File: src/rtl/tick_seq_pkg.sv
// Shared types and defaults for the tick sequencer slice.
// Optional TICK_SEQ_AUTORELOAD_EN changes sequencer behaviour; nothing here depends on it.
package tick_seq_pkg;

    typedef enum logic [1:0] {
        StIdle,
        StRun,
        StDone
    } seqState_e;

    localparam int unsigned DEFAULT_PRESCALE_W = 26;
    localparam int unsigned DEFAULT_COUNT_W    = 16;

    // One-second tick period on the 50 MHz board clock.
    localparam int unsigned ONE_SEC_DIVISOR = 49_999_999;

endpackage

File: src/rtl/div_frec_prog.sv
// Programmable divide-by-(D+1) prescaler; oTick flags the cycle where the counter equals D.
// Counter is held at zero whenever iEn is low.
module div_frec_prog
    import tick_seq_pkg::*;
#(
    parameter int unsigned PRESCALE_W = DEFAULT_PRESCALE_W
) (
    input  logic                  iClk,
    input  logic                  iRst,
    input  logic                  iEn,
    input  logic [PRESCALE_W-1:0] iDivisor,
    output logic                  oTick
);

    logic [PRESCALE_W-1:0] cntQ, cntD;

    assign oTick = iEn && (cntQ == iDivisor);

    always_comb begin
        cntD = '0;
        if (iEn && !oTick) begin
            cntD = cntQ + 1'b1;
        end
    end

    always_ff @(posedge iClk or posedge iRst) begin
        if (iRst) begin
            cntQ <= '0;
        end else begin
            cntQ <= cntD;
        end
    end

endmodule

File: src/rtl/tick_sequencer.sv
// Timer controller sequencing div_frec_prog: latches D/N on start, ticks every D+1 cycles.
// Define TICK_SEQ_AUTORELOAD_EN for continuous reload (N=0 then means free-run).
module tick_sequencer
    import tick_seq_pkg::*;
#(
    parameter int unsigned PRESCALE_W = DEFAULT_PRESCALE_W,
    parameter int unsigned COUNT_W    = DEFAULT_COUNT_W
) (
    input  logic                  iClk,
    input  logic                  iRst,
    input  logic                  iStart,
    input  logic                  iStop,
    input  logic [PRESCALE_W-1:0] iDivisor,
    input  logic [COUNT_W-1:0]    iTicks,
    output logic                  oBusy,
    output logic                  oTick,
    output logic                  oDone,
    output logic [COUNT_W-1:0]    oCount
);

    seqState_e             stateQ, stateD;
    logic [PRESCALE_W-1:0] divQ, divD;
    logic [COUNT_W-1:0]    ticksQ, ticksD;
    logic [COUNT_W-1:0]    countQ, countD;
    logic [COUNT_W-1:0]    countInc;
    logic                  tickQ, tickD;
    logic                  doneQ, doneD;
    logic                  prescEn;
    logic                  wrap;

    // Gating with iStop keeps the prescaler from wrapping on an aborted edge.
    assign prescEn  = (stateQ == StRun) && !iStop;
    assign countInc = countQ + 1'b1;

    div_frec_prog #(
        .PRESCALE_W(PRESCALE_W)
    ) uPresc (
        .iClk    (iClk),
        .iRst    (iRst),
        .iEn     (prescEn),
        .iDivisor(divQ),
        .oTick   (wrap)
    );

    always_comb begin
        stateD = stateQ;
        divD   = divQ;
        ticksD = ticksQ;
        countD = countQ;
        tickD  = 1'b0;
        doneD  = 1'b0;
        unique case (stateQ)
            StIdle: begin
                if (iStart && !iStop) begin
                    divD   = iDivisor;
                    ticksD = iTicks;
                    countD = '0;
`ifdef TICK_SEQ_AUTORELOAD_EN
                    stateD = StRun;
`else
                    stateD = (iTicks != '0) ? StRun : StDone;
`endif
                end
            end
            StRun: begin
                if (iStop) begin
                    stateD = StIdle;
                end else if (wrap) begin
                    tickD  = 1'b1;
                    countD = countInc;
`ifdef TICK_SEQ_AUTORELOAD_EN
                    if ((ticksQ != '0) && (countInc == ticksQ)) begin
                        doneD  = 1'b1;
                        countD = '0;
                    end
`else
                    if (countInc == ticksQ) begin
                        doneD  = 1'b1;
                        stateD = StDone;
                    end
`endif
                end
            end
            StDone: begin
                stateD = StIdle;
                // N=0 runs report completion on the way out; N>0 already pulsed it.
                if (!iStop && (ticksQ == '0)) begin
                    doneD = 1'b1;
                end
            end
            default: stateD = StIdle;
        endcase
    end

    always_ff @(posedge iClk or posedge iRst) begin
        if (iRst) begin
            stateQ <= StIdle;
            divQ   <= '0;
            ticksQ <= '0;
            countQ <= '0;
            tickQ  <= 1'b0;
            doneQ  <= 1'b0;
        end else begin
            stateQ <= stateD;
            divQ   <= divD;
            ticksQ <= ticksD;
            countQ <= countD;
            tickQ  <= tickD;
            doneQ  <= doneD;
        end
    end

    assign oBusy  = (stateQ != StIdle);
    assign oTick  = tickQ;
    assign oDone  = doneQ;
    assign oCount = countQ;

endmodule
File: config.mk
export PLATFORM = sky130hd
export DESIGN_NAME = tick_sequencer
export DESIGN_NICKNAME = d
export VERILOG_FILES = /design/src/rtl/tick_seq_pkg.sv /design/src/rtl/div_frec_prog.sv /design/src/rtl/tick_sequencer.sv
export SDC_FILE = /design/constraint.sdc
export NUM_CORES = 1
export LEC_CHECK = 0
export ABC_AREA = 1
export ABC_CLOCK_PERIOD_IN_PS = 4900
export CORE_ASPECT_RATIO = 1.1
export CORE_UTILIZATION = 60
export DETAILED_ROUTE_END_ITERATION = 8
export PLACE_DENSITY = 0.85
export SLEW_MARGIN = 10
export SYNTH_ARGS = -nofsm -noshare
export SYNTH_HDL_FRONTEND = slang
export SYNTH_SLANG_ARGS = --single-unit
File: constraint.sdc
create_clock -name iClk -period 4.9 [get_ports iClk]
set_input_delay 0.98 -clock iClk [delete_from_list [all_inputs] [get_ports iClk]]
set_output_delay 0.98 -clock iClk [all_outputs]
set_load 0.01 [all_outputs]
# After elaboration in Yosys (flattened, before gate mapping)
# Index checks and enable logic that the tools add are counted.
classes:
  eq_ne: 9
  n_mux: 19
  n_reduce_logical: 15
  n_addsub: 2
ops:
  columns: ["operator", "n"]
  rows:
  - ["$mux W16", 3]
  - ["$pmux W16 S2", 1]
  - ["$add A26 B1 Y26 const B", 1]
  - ["$eq A26 B26 Y1", 1]
  - ["$mux W26", 1]
  - ["$add A16 B1 Y16 const B", 1]
  - ["$eq A16 B16 Y1", 1]
  - ["$logic_not A16 Y1", 1]
  - ["$reduce_bool A16 Y1", 1]
  - ["$mux W2", 5]
  - ["$mux W1", 7]
  - ["$ne A3 B2 Y1 const B", 2]
  - ["$logic_and A1 B1 Y1", 5]
  - ["$ne A2 B2 Y1 const B", 2]
  - ["$pmux W2 S2", 1]
  - ["$reduce_and A4 Y1", 1]
  - ["$reduce_bool A2 Y1", 2]
  - ["$reduce_and A3 Y1", 1]
  - ["$eq A2 B1 Y1 const B", 1]
  - ["$eq A2 B2 Y1 const B", 1]
  - ["$logic_not A1 Y1", 2]
  - ["$logic_not A2 Y1", 1]
  - ["$ne A2 B1 Y1 const B", 1]
  - ["$pmux W1 S2", 1]
  - ["$reduce_and A2 Y1", 1]
word_totals:
  output_inout_bits: 19
  ff_bits: 88
  inputBits: 46
  word_cells: 52

# Longest topological paths before layout
# Gate-level depths: netlist of run 1.
logic_depth:
  ltp_word: 6
  depth_mapped: 15
  depth_no_buf: 15

# Modules after synthesis
# Synthesis of run 1 repeated with hierarchy kept, for this count alone.
unflattened:
  hier_cells: 666
  area_unflattened_um2: 5147.4
modules_own_cells:
  columns: ["module", "area_each_um2", "seq_area_each_um2", "cells_per_inst", "instances"]
  rows:
  - ["tick_sequencer", 3225.6, 1551.5, 370, 1]
  - ["div_frec_prog", 1921.8, 650.6, 296, 1]

# Least setup slack after synthesis of run 1
# OpenSTA, ideal clock, no wires.
synth_timing:
  kind: "input to register"
  start: "input iStop"
  end: "register divQ[0]"
  setup_time_ns: 0.125
  path_buffers: 2
  t_required_ns: 4.775
  path_slack_ns: 2.811
  stages: 5
  arrival_time_ns: 1.965
  cell_sequence: "inv_1 > nand3_1 > clkbuf_1 > buf_2 > mux2_2"
synth_via:
  elab_chain_len: 3
synth_rtl:
  columns: ["element", "line_no", "text"]
  rows:
  - ["from (decl)", "tick_sequencer.sv:12", "input logic iStop,"]
  - ["$logic_not A1 Y1", "tick_sequencer.sv:54", "if (iStart && !iStop) begin"]
  - ["$logic_and A1 B1 Y1", "tick_sequencer.sv:54", null]
  - ["$reduce_and A2 Y1 (no line)", null, null]
  - ["to (signal assigned)", "tick_sequencer.sv:105", "divQ <= divD;"]
  - ["to (decl)", "tick_sequencer.sv:22", "logic [PRESCALE_W-1:0] divQ, divD;"]
# Every way passes these cells.
# A chain may end at the register's enable or synchronous reset.

# Worst setup path after layout of run 1
layout_timing:
  start: "register stateQ[0]"
  end: "output oBusy"
layout_via:
  elab_chain_len: 1
layout_rtl:
  columns: ["element", "line_no", "text"]
  rows:
  - ["from (decl)", "tick_sequencer.sv:21", "seqState_e stateQ, stateD;"]
  - ["from (signal assigned)", "tick_sequencer.sv:97", "stateQ <= StIdle;"]
  - ["from (signal assigned)", "tick_sequencer.sv:104", "stateQ <= stateD;"]
  - ["$reduce_bool A2 Y1", "tick_sequencer.sv:113", "assign oBusy = (stateQ != StIdle);"]
  - ["to (decl)", "tick_sequencer.sv:15", "output logic oBusy,"]
# Every way passes these cells.

==> results.md, run 1 <==
* GR Util All Layers at 28.19%
* Worst reg-to-reg path cell count at 8
* Area contributors post-synth: dfrtp_1 (43%), nand2_1 (12%), inv_1 (6.0%)
* Worst r2r src: stateQ[1]
* Delay-heaviest family, CP: buffers and inverters
* Synth Instances at 666
* FF-to-FF setup slack at 2120 ps
* Post-Synth Adder-Cell Area at 1.213%
* Status: finished clean
* Slowest stage cell, crit path: clkdlybuf4s50_1
* 1st-iter DRT viols at 244
* Utilization after layout at 73.01%
* Cts hold-fix bufs at 0
* Worst Path Max Fanout at 5
* Cts bufs inserted at 9
* CP arrival at 1820 ps
* Startpoint types: flop
* Final wirelength at 11750 um
* Sw Ratio at 37.45%
* Commonest cells after routing, fill and taps aside: nand2_1 (160), dfrtp_1 (88), inv_1 (81)
* Fmax at 357.1 MHz
* Post-Syn Area at 0.005157 mm2
* Worst-path clk slew at 90 ps
* # nets final at 778
* Cell taking the most area after synthesis: dfrtp_1
* Dpl hpwl at 8761 um
* Layout Cell Area excl Fill at 0.006107 mm2
* Critical path type: reg2out
* Post-CTS Setup Repair Bufs at 0
* PortBufs at 64
* Slew margin rel. at 43.04%
* Area Overhead vs Synth at 18.41%
* Initial Util at 61.66%
* Endpoints failing setup at 0
* Worst Path Required at 3920 ps
* Most common cell after layout, fill and taps aside: nand2_1
* Placed Instances at 827
* RSZ-0062 raised after global routing: no
* Maximum number of pins on one net before global-route repair at 51
* Area of placed instances at 0.005884 mm2
* Post-DRT Antenna Nets at 0
* # rows at 35
* Synthesis Warnings at 0
* Max Cap Violations at 0
* Synthesis-stage register bit count at 88
* Simple-gate portion of the synthesized area at 32.12%
* Die Ht at 99.24 um
* Reg-to-Reg End: uPresc.cntQ[10]
* Leakage at 2.722 nW
* Synthesized area per cell at 7.744 um2
* Hold path cells at 2
* Tmin final at 2800 ps
* Hold Path Class: reg2reg
* Largest family of logic cells by synthesized area: simple AND/OR/NAND/NOR gates
* Tightest Pin Transition at 854.4 ps
* Most common cell type on the critical path: inv_1
* Pwr/cell area at 413.1 mW/mm2
* Bufs on Longest Clock Path at 2
* Post-synthesis xor/xnor area fraction at 5.022%
* Post-synth cell types at 37
* Worst path buffer plus inverter count at 3
* Core region area at 0.008364 mm2
* CP peak stage delay at 550 ps
* H-tree lvl count at 3
* Seq/Total Area, Yosys at 42.70%
* Hold Startpoint: ticksQ[7]
* Vias at 4666
* GR Overflow Total at 0
* ANT cells at 0
* Vias per cell at 5.535
* Antenna violations before repair at 0
* Synth Area in Compound Gates at 7.327%
* Die W at 90.40 um
* GP Congestion at 0.9418
* Psw at 0.0009448 W
* Final Max Slew Viols at 0
* Cell internal pwr at 0.001578 W
* DIE AREA at 0.008971 mm2
* DRC at 0
* First drt pass iteration count at 5
* Global-route wire length before repair at 20050 um
* Clock power frac at 21.3%
* Clk_lat worst skew at 370 ps
* Worst Skew at 21.34 ps
* Vias in the first global route at 4535
* Layout cell share with drive strength beyond 1 at 9.973%
* Root Buffer: clkbuf_8
* Post-Syn Nets at 717
* Synth top area share at 42.70%
* # IOs at 65
* Non-Filler Instances at 843
* Number of gates resized after cts at 0
* Post-synthesis mux area share at 4.148%
* Comb pwr share at 35.2%
* CTS tree: built
* Sink Count at 88
* Crit-path cells: inv_1 > ha_1 > inv_1 > clkdlybuf4s50_1
* Final critical-path share of the clock period at 57.14%
* Crit. End Element: primary output
* Hold path endpoint: ticksQ[7]
* Fin. Hold Viols at 0
* Share of power burned in registers at 43.4%
* Average wire per standard cell at 13.94 um
* Total Power at 0.002523 W
* Fin Setup TNS at 0 ps
* Maximum vdd drop at 0.0002335 V
==> worst min-delay path, delay by kind of cell (launching register included) <==
kind / cells / cell delay [ps]
and+or+nand+nor: 1 / 60
DFF: 1 / 370
AOI/OAI and AO/OA: 1 / 70
==> per-layer routing <==
metal	up-vias	GRT usage (%)	share of wire, %
met5	-	0	0
met4	0	17.12	4.6
met3	49	3.440	4.9
met2	177	49.79	50
met1	2165	33.05	40
li1	2275	-	-
==> metrics by stage <==
| stage | worst slack (ps) | hold slack (ps) |
|---|---|---|
| floorplan | 1641 | 465.6 |
| global placement | 2011 | 484.2 |
| detailed placement | 1911 | 504.9 |
| CTS | 2091 | 528.8 |
| global route | 1923 | 559.0 |
| finish | 2100 | 527.8 |
==> cell families after synthesis <==
group	after synthesis
AO/OA/AOI/OAI	68
XOR/XNOR	28
adder cells (fa/ha/maj)	5
buffers and inverters	99
flip-flops	88
multiplexers	19
AND/OR/NAND/NOR	359
==> power groups by stage <==
stage | clock (W) | sequential (W) | combinational (W)
detailed placement | 0 | 0.00111 | 0.000877
global placement | 0 | 0.00110 | 0.000844
finish | 0.000538 | 0.00110 | 0.000889
floorplan | 0 | 0.00106 | 0.000678
CTS | 0.000541 | 0.00109 | 0.000884
global route | 0.000570 | 0.00112 | 0.00101
==> worst max path at each step <==
stage	endpoint	startpoint	cells after the start	slack (ps)
detailed placement	oCount[15]	iStop	7	1910
floorplan	divQ[0]	iRst	1	1640
CTS	oBusy	stateQ[0]	4	2090
global route	uPresc.cntQ[10]	stateQ[1]	8	1920
global placement	divQ[23]	iStop	5	2010
finish	oBusy	stateQ[0]	4	2100
==> cell usage after synthesis (all sizes together) <==
| library cell | count |
|---|---|
| nand2 | 169 |
| a21o | 1 |
| nor3b | 1 |
| clkbuf | 7 |
| a211oi | 1 |
| ha | 5 |
| xor2 | 13 |
| xnor2 | 14 |
| o211a | 1 |
| nand3b | 3 |
| nor4 | 4 |
| o21bai | 1 |
| nand4 | 22 |
| o21ai | 38 |
| nor3 | 14 |
| a21oi | 23 |
| nor2 | 86 |
| mux2 | 19 |
| nand3 | 60 |
| o21a | 1 |
| a21boi | 1 |
| xnor3 | 1 |
| a31oi | 1 |
| inv | 83 |
| buf | 9 |
| dfrtp | 88 |
==> registers in the layout, summed over array words and instances (netlist names) <==
signal	cells
ticksQ	16
oDone	1
oTick	1
uPresc.cntQ	26
oCount	16
divQ	26
stateQ	2
==> cell type report <==
cell class | instances | area [um2]
Multi-Input combinational cell | 479 | 2582
Sequential cell | 88 | 2202
Tap cell | 111 | 138.9
Clock buffer | 11 | 151.4
Fill cell | 637 | 2257
Clock inverter | 5 | 63.81
Timing Repair Buffer | 66 | 655.6
Inverter | 83 | 312.8
(Power assumes the default switching activity.)
==> run 2, diff against run 1 <==
--- a/config.mk
+++ b/config.mk
@@ -6,11 +6,11 @@
 export NUM_CORES = 1
 export LEC_CHECK = 0
 export ABC_AREA = 1
-export ABC_CLOCK_PERIOD_IN_PS = 4900
+export ABC_CLOCK_PERIOD_IN_PS = 2900
 export CORE_ASPECT_RATIO = 1.1
-export CORE_UTILIZATION = 60
+export CORE_UTILIZATION = 56
 export DETAILED_ROUTE_END_ITERATION = 8
-export PLACE_DENSITY = 0.85
+export PLACE_DENSITY = 0.8
 export SLEW_MARGIN = 10
 export SYNTH_ARGS = -nofsm -noshare
 export SYNTH_HDL_FRONTEND = slang
==> constraint.sdc (replaced) <==
create_clock -name iClk -period 2.9 [get_ports iClk]
set_input_delay 0.58 -clock iClk [delete_from_list [all_inputs] [get_ports iClk]]
set_output_delay 0.58 -clock iClk [all_outputs]
set_load 0.01 [all_outputs]
==> results.md, run 2 (synthesized netlist as in run 1, its figures left out) <==
* Fill cells at 741 (was 637)
* Cts bufs inserted at 9 (unchanged)
* Utilization after layout at 68.86% (was 73.01%)
* Comb pwr share at 35.5% (was 35.2%)
* Critical path type: reg2out (unchanged)
* # nets final at 782 (was 778)
* Leakage at 2.742 nW (was 2.722 nW)
* Worst r2r src: uPresc.cntQ[4] (was stateQ[1])
* Worst-path clk slew at 100 ps (was 90 ps)
* Vias at 4593 (was 4666)
* Commonest cells after routing, fill and taps aside: nand2_1 (160), dfrtp_1 (88), inv_1 (81) (unchanged)
* Final wirelength at 11670 um (was 11750 um)
* Most common cell after layout, fill and taps aside: nand2_1 (unchanged)
* Hold Path Class: reg2reg (unchanged)
* Bufs on Longest Clock Path at 2 (unchanged)
* Worst Path Max Fanout at 5 (unchanged)
* Slew margin rel. at 21.19% (was 43.04%)
* DIE AREA at 0.009598 mm2 (was 0.008971 mm2)
* CTS tree: built (unchanged)
* Hold_ws at 526.3 ps (was 527.8 ps)
* Crit-path cells: inv_1 > ha_1 > inv_1 > clkdlybuf4s50_1 (unchanged)
* Psw at 0.001616 W (was 0.0009448 W)
* Worst reg-to-reg path cell count at 11 (was 8)
* Worst Skew at 11.03 ps (was 21.34 ps)
* Fin. Hold Viols at 0 (unchanged)
* Maximum number of pins on one net before global-route repair at 37 (was 51)
* Sw Ratio at 37.76% (was 37.45%)
* Maximum vdd drop at 0.0004004 V (was 0.0002335 V)
* Final critical-path share of the clock period at 82.79%
* Vias in the first global route at 4390 (was 4535)
* GP Congestion at 0.8984 (was 0.9418)
* GR Util All Layers at 26.50% (was 28.19%)
* FF-to-FF setup slack at 550 ps (was 2120 ps)
* Post-CTS Setup Repair Bufs at 0 (unchanged)
* Global-route wire length before repair at 19910 um (was 20050 um)
* Fin Setup TNS at 0 ps (unchanged)
* CP arrival at 1820 ps (about the same)
* Number of gates resized after cts at 0 (unchanged)
* Vias per cell at 5.404 (was 5.535)
* Share of power burned in registers at 43.1% (was 43.4%)
* Tmin final at 2401 ps
* Crit. Startpoint: stateQ[0] (unchanged)
* Cell internal pwr at 0.002664 W (was 0.001578 W)
* Dpl hpwl at 8870 um (was 8761 um)
* Fmax at 416.5 MHz
* Average wire per standard cell at 13.73 um (was 13.94 um)
* Status: finished clean (unchanged)
* Hold path cells at 2 (unchanged)
* CP peak stage delay at 560 ps (was 550 ps)
* Die W at 93.50 um (was 90.40 um)
* Post-DRT Antenna Nets at 0 (unchanged)
* ANT cells at 0 (unchanged)
* Crit. End Element: primary output (unchanged)
* Tightest Pin Transition at 1182 ps (was 854.4 ps)
* Endpoints failing setup at 0 (unchanged)
* First drt pass iteration count at 5 (unchanged)
* Antenna violations before repair at 0 (unchanged)
* Root Buffer: clkbuf_8 (unchanged)
* Slowest stage cell, crit path: clkdlybuf4s50_1 (unchanged)
* Sink Count at 88 (unchanged)
* Cts hold-fix bufs at 0 (unchanged)
* Reg-to-Reg End: oCount[4] (was uPresc.cntQ[10])
* # rows at 36 (was 35)
* Most common cell type on the critical path: inv_1 (unchanged)
* PortBufs at 64 (unchanged)
* DRC at 0 (unchanged)
* Initial Util at 57.83% (was 61.66%)
* Final Max Slew Viols at 0 (unchanged)
* Pwr/cell area at 696.9 mW/mm2 (was 413.1 mW/mm2)
* # IOs at 65 (unchanged)
* Layout cell share with drive strength beyond 1 at 10.46% (was 9.973%)
* Die Ht at 102.7 um (was 99.24 um)
* Core region area at 0.008919 mm2 (was 0.008364 mm2)
* Max Cap Violations at 0 (unchanged)
* 1st-iter DRT viols at 228 (was 244)
* Clock power frac at 21.3% (about the same)
* Flip-flop and latch area at 0.002202 mm2 (unchanged)
* Worst Path Required at 2320 ps (was 3920 ps)
* Startpoint types: flop (unchanged)
* Top Registers: divQ (26), uPresc.cntQ (26) (unchanged)
* GR Overflow Total at 0 (unchanged)
* Multi-input logic area at 0.002575 mm2 (was 0.002582 mm2)
* H-tree lvl count at 3 (unchanged)
* RSZ-0062 raised after global routing: no (unchanged)
* Clk_lat worst skew at 360 ps (was 370 ps)
* Critical path destination: oBusy (unchanged)
* Area Overhead vs Synth at 19.07% (was 18.41%)
run 2: layout make-up:
type | instances | area share [%]
multi-input cells | 479 | 41.93
well taps | 114 | 2.323
repair buffers | 70 | 11.37
flip-flops and latches | 88 | 35.86
clock buffers | 10 | 2.241
clock inverters | 6 | 1.182
inverters | 83 | 5.094
run 2: critical path: cells and delay by family, from the launching register on:
family	cells	cell delay, ps
adders and majority gates	1	290
buffers and inverters	3	780
DFF	1	400
run 2: through the flow:
stage               instances  area, um2  setup slack (ps)  total power (W)
global placement          834       5931             426.5         0.003312
detailed placement        834       5931             328.2         0.003379
CTS                       850       6141             512.6         0.004289
global route              850       6141             280.1         0.004584
finish                    850       6141             498.9         0.004279
floorplan                 666       5157             41.45         0.002941
run 2: worst min path at each step:
stage / startpoint / endpoint
6_report: ticksQ[7] / ticksQ[7]
5_1_grt: divQ[14] / divQ[14]
4_1_cts: ticksQ[7] / ticksQ[7]
3_5_place_dp: ticksQ[7] / ticksQ[7]
3_3_place_gp: stateQ[0] / stateQ[0]
2_1_floorplan: stateQ[1] / stateQ[1]
run 2: power by group through the flow:
stage / sequential, W / clock [W] / combinational, W
after CTS: 0.00184 / 0.000926 / 0.00152
final: 0.00185 / 0.000914 / 0.00152
after detailed placement: 0.00187 / 0 / 0.00151
after global placement: 0.00185 / 0 / 0.00146
after global routing: 0.00189 / 0.000981 / 0.00171
after floorplan: 0.00180 / 0 / 0.00115
run 2: metal layers:
metal	GRT usage (%)	part of all wire, %	routed length, um
met5	0	0	0
met4	10.30	2.5	286
met3	4.425	4.7	544
met2	46.66	52	6063
met1	32.77	41	4773
==> run 3, diff against run 2 <==
--- a/config.mk
+++ b/config.mk
@@ -6,7 +6,7 @@
 export NUM_CORES = 1
 export LEC_CHECK = 0
 export ABC_AREA = 1
-export ABC_CLOCK_PERIOD_IN_PS = 2900
+export ABC_CLOCK_PERIOD_IN_PS = 2300
 export CORE_ASPECT_RATIO = 1.1
 export CORE_UTILIZATION = 56
 export DETAILED_ROUTE_END_ITERATION = 8
==> constraint.sdc (replaced) <==
create_clock -name iClk -period 2.3 [get_ports iClk]
set_input_delay 0.46 -clock iClk [delete_from_list [all_inputs] [get_ports iClk]]
set_output_delay 0.46 -clock iClk [all_outputs]
set_load 0.01 [all_outputs]
==> results.md, run 3 (synthesized netlist as in run 1, its figures left out) <==
* Hold Path Class: in2async (was reg2reg)
* Placed Instances at 837 (was 834)
* Leakage at 2.750 nW (was 2.742 nW)
* DIE AREA at 0.009598 mm2 (unchanged)
* Worst reg-to-reg path cell count at 14 (was 11)
* Fin Setup TNS at 0 ps (unchanged)
* Worst r2r src: oCount[1] (was uPresc.cntQ[4])
* RSZ-0062 raised after global routing: no (unchanged)
* # rows at 36 (unchanged)
* Slew margin rel. at 61.65% (was 21.19%)
* Die Ht at 102.7 um (unchanged)
* Dpl hpwl at 8964 um (was 8870 um)
* Root Buffer: clkbuf_8 (unchanged)
* DRC at 0 (unchanged)
* # IOs at 65 (unchanged)
* ANT cells at 0 (unchanged)
* Crit. End Element: primary output (unchanged)
* PortBufs at 64 (unchanged)
* Worst Skew at 18.93 ps (was 11.03 ps)
* Final wirelength at 11900 um (was 11670 um)
* Multi-input logic area at 0.002577 mm2 (was 0.002575 mm2)
* GR Overflow Total at 0 (unchanged)
* Max Cap Violations at 0 (unchanged)
* Pwr/cell area at 869.0 mW/mm2 (was 696.9 mW/mm2)
* Tmin final at 2210 ps
* Cell internal pwr at 0.003365 W (was 0.002664 W)
* Comb pwr share at 36.6% (was 35.5%)
* Worst Path Required at 1840 ps (was 2320 ps)
* Clk_lat worst skew at 380 ps (was 360 ps)
* Most common cell after layout, fill and taps aside: nand2_1 (unchanged)
* Layout cell share with drive strength beyond 1 at 10.70% (was 10.46%)
* Vias at 4602 (was 4593)
* Critical path type: reg2out (unchanged)
* Initial Util at 57.83% (unchanged)
* Fin. Hold Viols at 0 (unchanged)
* GP Congestion at 0.9413 (was 0.8984)
* Sw Ratio at 37.26% (was 37.76%)
* First drt pass iteration count at 5 (unchanged)
* Final critical-path share of the clock period at 96.09%
* Vias in the first global route at 4300 (was 4390)
* Final Max Slew Viols at 0 (unchanged)
* Share of power burned in registers at 43.3% (was 43.1%)
* Sink Count at 88 (unchanged)
* Commonest cells after routing, fill and taps aside: nand2_1 (160), dfrtp_1 (87), inv_1 (81) (was nand2_1 (160), dfrtp_1 (88), inv_1 (81))
* Flip-flop and latch area at 0.002203 mm2 (was 0.002202 mm2)
* Reg-to-Reg End: stateQ[0] (was oCount[4])
* Startpoint types: flop (unchanged)
* FF-to-FF setup slack at 230 ps (was 550 ps)
* Top Registers: divQ (26), uPresc.cntQ (26) (unchanged)
* Antenna violations before repair at 0 (unchanged)
* Fill cells at 742 (was 741)
* Core region area at 0.008919 mm2 (unchanged)
* Maximum number of pins on one net before global-route repair at 66 (was 37)
* H-tree lvl count at 3 (unchanged)
* Vias per cell at 5.401 (was 5.404)
* CP arrival at 1750 ps (was 1820 ps)
* Worst Path Max Fanout at 5 (unchanged)
* # nets final at 785 (was 782)
* Status: finished clean (unchanged)
* Cts bufs inserted at 9 (unchanged)
* Bufs on Longest Clock Path at 2 (unchanged)
* Maximum vdd drop at 0.0005195 V (was 0.0004004 V)
* Global-route wire length before repair at 19470 um (was 19910 um)
* Average wire per standard cell at 13.96 um (was 13.73 um)
* 1st-iter DRT viols at 239 (was 228)
* Psw at 0.001999 W (was 0.001616 W)
* Area Overhead vs Synth at 19.67% (was 19.07%)
* Clock power frac at 20.1% (was 21.3%)
* CTS tree: built (unchanged)
* Tightest Pin Transition at 574.0 ps (was 1182 ps)
* GR Util All Layers at 26.42% (was 26.50%)
* Post-DRT Antenna Nets at 0 (unchanged)
* Non-Filler Instances at 852 (was 850)
* Fmax at 452.5 MHz
* Die W at 93.50 um (unchanged)
* Endpoints failing setup at 0 (unchanged)
* Worst-path clk slew at 90 ps (was 100 ps)
-- run 3: through the flow --
stage | total power (W) | hold slack (ps) | util (%) | setup slack [ps] | area (um2)
3_5_place_dp | 0.004293 | 490.8 | 67.06 | 219.8 | 5981
4_1_cts | 0.005360 | 499.1 | 69.16 | 3.546 | 6168
3_3_place_gp | 0.004198 | 482.6 | 67.06 | 278.7 | 5981
2_1_floorplan | 0.003709 | 465.6 | - | 470.5 | 5161
5_1_grt | 0.005722 | 520.8 | 69.21 | 23.82 | 6172
6_report | 0.005363 | 486.8 | 69.21 | 89.84 | 6172
-- run 3: power by group through the flow --
stage / clock [W] / combinational (W) / sequential [W]
after floorplan: 0 / 0.00144 / 0.00226
after global placement: 0 / 0.00187 / 0.00233
after detailed placement: 0 / 0.00195 / 0.00235
after CTS: 0.00109 / 0.00196 / 0.00232
after global routing: 0.00116 / 0.00219 / 0.00237
final: 0.00108 / 0.00196 / 0.00232
-- run 3: per-layer routing --
| layer | wire length, um | vias to the layer above | part of all wire [%] | GRT usage, % |
|---|---|---|---|---|
| li1 | - | 2283 | - | - |
| met1 | 4964 | 2140 | 42 | 31.68 |
| met2 | 5995 | 144 | 50 | 45.76 |
| met3 | 551 | 35 | 4.6 | 4.351 |
| met4 | 384 | 0 | 3.2 | 14.32 |
| met5 | 0 | - | 0 | 0 |
-- run 3: worst max-delay path by stage --
stage	from	endpoint	slack [ps]	cells past startpoint
finish	stateQ[0]	oBusy	90	4
global placement	oCount[0]	stateQ[1]	280	14
detailed placement	oCount[0]	stateQ[0]	220	14
CTS	stateQ[0]	oBusy	4	4
global route	stateQ[0]	oBusy	20	4
floorplan	oCount[0]	stateQ[0]	470	14
-- run 3: timing repair --
item / CTS / global route
setup buffers: 0 / 0
hold buffers: 0 / 0
resized for setup: 0 / 2
hold endpoints to repair: 0 / 0
setup endpoints to repair: 0 / 2
-- run 3: critical path: stages (launching register included) --
cell,delay [ps]
dfrtp_1,380
inv_1,80
ha_2,230
inv_1,130
clkdlybuf4s50_1,550
-- run 3: cell type report --
class,count,area share [%]
inverter,83,5.108
multi-input combinational,479,41.76
clock buffer,12,2.352
clock inverter,3,0.6892
timing repair buffer,73,12.08
sequential,88,35.70
tap,114,2.311
